===== src/rtl/pipe_stage_skid.sv =====
// Elastic pipeline register: valid/ready handshake, registered in_ready_o, 2-entry skid buffer.
// Optional statistics counters are compiled in when PIPE_STAGE_STATS_EN is defined.
module pipe_stage_skid #(
    parameter int                DATA_W      = 32 + 64,
    parameter logic [DATA_W-1:0] FLUSH_VALUE = '0,
    parameter int                CNT_W       = 32
) (
    input  logic              clk,
    input  logic              rst_n,
    input  logic              flush_i,
    input  logic              in_valid_i,
    output logic              in_ready_o,
    input  logic [DATA_W-1:0] in_data_i,
    output logic              out_valid_o,
    input  logic              out_ready_i,
    output logic [DATA_W-1:0] out_data_o,
    output logic [CNT_W-1:0]  stall_cnt_o,
    output logic [CNT_W-1:0]  bubble_cnt_o
);

    localparam logic [1:0] ST_EMPTY = 2'b00;
    localparam logic [1:0] ST_ONE   = 2'b01;
    localparam logic [1:0] ST_FULL  = 2'b10;

    logic [1:0]        state_q, state_d;
    logic [DATA_W-1:0] main_q, main_d;
    logic [DATA_W-1:0] skid_q, skid_d;
    logic              in_ready_q;
    logic              in_xfer;
    logic              out_xfer;

    assign in_xfer     = in_valid_i & in_ready_q;
    assign out_xfer    = out_valid_o & out_ready_i;
    assign in_ready_o  = in_ready_q;
    assign out_valid_o = (state_q != ST_EMPTY);
    assign out_data_o  = main_q;

    // MAIN drives the outputs; SKID only catches the one beat accepted while MAIN was stalled.
    always_comb begin
        // NOTE: every signal gets a default before any branch, so no path leaves one unassigned and no latch is inferred.
        state_d = state_q;
        main_d  = main_q;
        skid_d  = skid_q;
        if (flush_i) begin
            state_d = ST_EMPTY;
            main_d  = FLUSH_VALUE;
        end else begin
            case (state_q)
                ST_EMPTY: begin
                    if (in_xfer) begin
                        main_d  = in_data_i;
                        state_d = ST_ONE;
                    end
                end
                ST_ONE: begin
                    if (out_xfer && in_xfer) begin
                        main_d = in_data_i;
                    end else if (out_xfer) begin
                        main_d  = FLUSH_VALUE;
                        state_d = ST_EMPTY;
                    end else if (in_xfer) begin
                        skid_d  = in_data_i;
                        state_d = ST_FULL;
                    end
                end
                ST_FULL: begin
                    // in_ready_o is low here, so only the drain side can move.
                    if (out_xfer) begin
                        main_d  = skid_q;
                        state_d = ST_ONE;
                    end
                end
                default: begin
                    main_d  = FLUSH_VALUE;
                    state_d = ST_EMPTY;
                end
            endcase
        end
    end

    always_ff @(posedge clk) begin
        // NOTE: state registers use non-blocking assignments so every flop samples pre-edge values.
        if (!rst_n) begin
            state_q    <= ST_EMPTY;
            main_q     <= FLUSH_VALUE;
            in_ready_q <= 1'b1;
        end else begin
            state_q    <= state_d;
            main_q     <= main_d;
            in_ready_q <= (state_d != ST_FULL);
        end
    end

    // NOTE: skid payload has no reset; it is only ever read when the state says it holds a valid beat.
    always_ff @(posedge clk) begin
        skid_q <= skid_d;
    end

`ifdef PIPE_STAGE_STATS_EN
    logic [CNT_W-1:0] stall_q;
    logic [CNT_W-1:0] bubble_q;

    // Saturating counters; flush leaves them alone.
    always_ff @(posedge clk) begin
        if (!rst_n) begin
            stall_q  <= '0;
            bubble_q <= '0;
        end else begin
            if (out_valid_o && !out_ready_i && (stall_q != '1)) begin
                stall_q <= stall_q + CNT_W'(1);
            end
            if (!out_valid_o && (bubble_q != '1)) begin
                bubble_q <= bubble_q + CNT_W'(1);
            end
        end
    end

    assign stall_cnt_o  = stall_q;
    assign bubble_cnt_o = bubble_q;
`else
    assign stall_cnt_o  = '0;
    assign bubble_cnt_o = '0;
`endif

endmodule


===== config.mk =====
export PLATFORM = sky130hd
export DESIGN_NAME = pipe_stage_skid
export DESIGN_NICKNAME = d
export VERILOG_FILES = /design/src/rtl/pipe_stage_skid.sv
export SDC_FILE = /design/constraint.sdc
export NUM_CORES = 1
export LEC_CHECK = 0
export CAP_MARGIN = 20
export CORE_MARGIN = 5
export CORE_UTILIZATION = 51
export DETAILED_ROUTE_END_ITERATION = 6
export GPL_ROUTABILITY_DRIVEN = 1
export HOLD_SLACK_MARGIN = 0.03
export PLACE_DENSITY = 0.83
export SLEW_MARGIN = 10
export SYNTH_ARGS = -nofsm -noshare
export SYNTH_HDL_FRONTEND = slang
export SYNTH_SLANG_ARGS = --single-unit

===== constraint.sdc =====
create_clock -name clk -period 24.5 [get_ports clk]
set_clock_uncertainty 0.2 [all_clocks]
set_input_delay 4.9 -clock clk [delete_from_list [all_inputs] [get_ports clk]]
set_output_delay 4.9 -clock clk [all_outputs]
set_load 0.03 [all_outputs]

==> reports/qor.yml <==
finish:
  nets: 991
  area_delta_synth_final_pct: 28.3
  final_cell_mix: "clkdlybuf4s50_1 (198), nor2_1 (99), dfxtp_1 (97)"
  diodes: 0
  drive_gt1_frac: 0.0454
  fin_cells: 1123
  fin_area_mm2: 0.0111
  post-route-util: 0.668
  layout_commonest_cell: "clkdlybuf4s50_1"
critical_path:
  cp.required_ns: 19.40
  crit_path_end_kind: "primary output"
  path_class: "reg2out"
  worstPathMaxFanout: 44
  cp-start-kind: "flip-flop"
  arrival_ns: 2.46
timing:
  fin_crit_sh: 0.309
  max_slew_margin: 0.250
  tightest_slew_ns: 1.13
  rsz0062_at_grt: "false"
  fin_crit_ns: 7.56
  finalHoldViolCount: 0
  max_freq_mhz: 132
  finalSetupViolations: 0
  tns_ns: 0
  drv_slew: 0
  setup_slack_ns: 16.94
detailed_routing:
  routed_wirelength_mm: 21.0
  drt_iter0_markers: 384
  ant_nets: 0
  wl_per_cell_um: 18.7
  avgViaCountPerCell: 5.47
  vias: 6138
  drcViolationCount: 0
  dr.pass1.iters: 5
flow_run:
  cap_violations: 0
clock_tree:
  clock_latency_ns: 0.42
  ctsResizeCount: 0
  cts_hold_buf: 0
  cts_buffers: 17
  cts_root_buf: "clkbuf_16"
  numClockSinks: 195
  htreeDepth: 4
  cts_tree: "yes"
  cts_buffer_depth: 2
  post_cts.repair.setup_buffers: 0
  cts.clk_slew.worst_paths_ns: 0.07
run_status:
  status: "complete, no violations"
yosys:
  syn_avg_cell_area_um2: 11.9
  synth_seq_area_share: 0.563
  yosysWarnings: 0
  syn-cell-area_mm2: 0.00864
  synth-seq-cells: 195
  synth_edf_count: 96
  synth_cell_types: 25
  ys_async_sr_fraction: 0
  syn_inst: 729
  synthFlopType: "dfxtp_1"
placed_design:
  placement.cell_area_mm2: 0.0105
  gp_congestion: 0.800
  post-place-ws_ns: 16.71
  io_buffers: 198
  place_hpwl_mm: 12.9
  dp_cells: 1089
die:
  die_area_mm2: 0.0197
  rows: 47
  start_util: 0.521
  io-pin-count: 263
  coreArea_mm2: 0.0166
  die_w_um: 140
  die_h_um: 140
worst_hold_path:
  hp-class: "reg2reg"
power:
  p_leak_nw: 3.67
  p_per_area_mw_per_mm2: 66.2
  irDropWorstVdd_v: 0.0000472
global_routing:
  grt_antenna_before_repair: 0
  grt_max_degree: 102
  grt_pass1_vias: 5978
  overflow: 0
  grt_pass1_wl_mm: 32.2
  grt_usage: 0.203
through the flow:
stage                     hold WS (ns)  power, mW
final                            0.306      0.734
after global routing             0.330      0.760
after CTS                        0.313      0.738
after detailed placement         0.296      0.472
after global placement           0.288      0.470
after floorplan                  0.443      0.436
critical path: stages, from the launching register on:
cell	delay, ns
dfxtp_4	0.86
nor2_1	0.20
inv_1	0.22
clkdlybuf4s50_1	0.75
report_power, final:
part / total (mW) / internal, mW / switching, mW
clock network: 0.268 / 0.153 / 0.115
registers: 0.354 / 0.349 / 0.00456
logic: 0.112 / 0.0439 / 0.0682
Yosys cell counts, types with 2 or more instances:
cell | n | share of area
nor2_1 | 99 | 0.043
inv_1 | 2 | 0.00087
dfxtp_1 | 99 | 0.23
buf_4 | 65 | 0.056
clkbuf_1 | 33 | 0.014
mux2i_1 | 96 | 0.11
o2bb2ai_1 | 96 | 0.097
a22oi_1 | 96 | 0.083
buf_2 | 28 | 0.016
nand2b_1 | 2 | 0.0014
edfxtp_1 | 96 | 0.33
buf_1 | 2 | 0.00087
a21oi_1 | 3 | 0.0017
layout make-up:
class,count,area (um^2)
clock buffers,22,454
flip-flops and latches,195,4870
repair buffers,207,2080
multi-input cells,467,3290
inverters,2,7.51
fillers,1255,5500
clock inverters,10,109
well taps,220,275
worst paths after layout:
kind	slack (ns)	from	end	cells after the start
setup / recovery	16.94	state_q[1]	out_valid_o	3
hold / removal	0.31	out_data_o[74]	out_data_o[74]	2
setup reg to reg	20.96	state_q[1]	out_data_o[53]	6
hold reg to reg	0.31	out_data_o[74]	out_data_o[74]	2
routing by layer:
| metal | wire length, um | up-vias | global-route usage |
|---|---|---|---|
| li1 | - | 2953 | - |
| met1 | 8930 | 2946 | 0.265 |
| met2 | 10400 | 212 | 0.332 |
| met3 | 1310 | 27 | 0.0457 |
| met4 | 453 | 0 | 0.0719 |
| met5 | 0 | - | 0 |
cell families after synthesis:
family / share of synthesized area
AO/OA/AOI/OAI: 0.187
XOR/XNOR: 0.00101
buffers and inverters: 0.0887
flip-flops: 0.563
multiplexers: 0.111
other: 0.000434
AND/OR/NAND/NOR: 0.0488
flip-flops by register name, summed over array words and instances, names as in the netlist:
name,cells
state_q,2
out_data_o,96
skid_q,96
in_ready_o,1
Power figures use the tool's default switching activity.
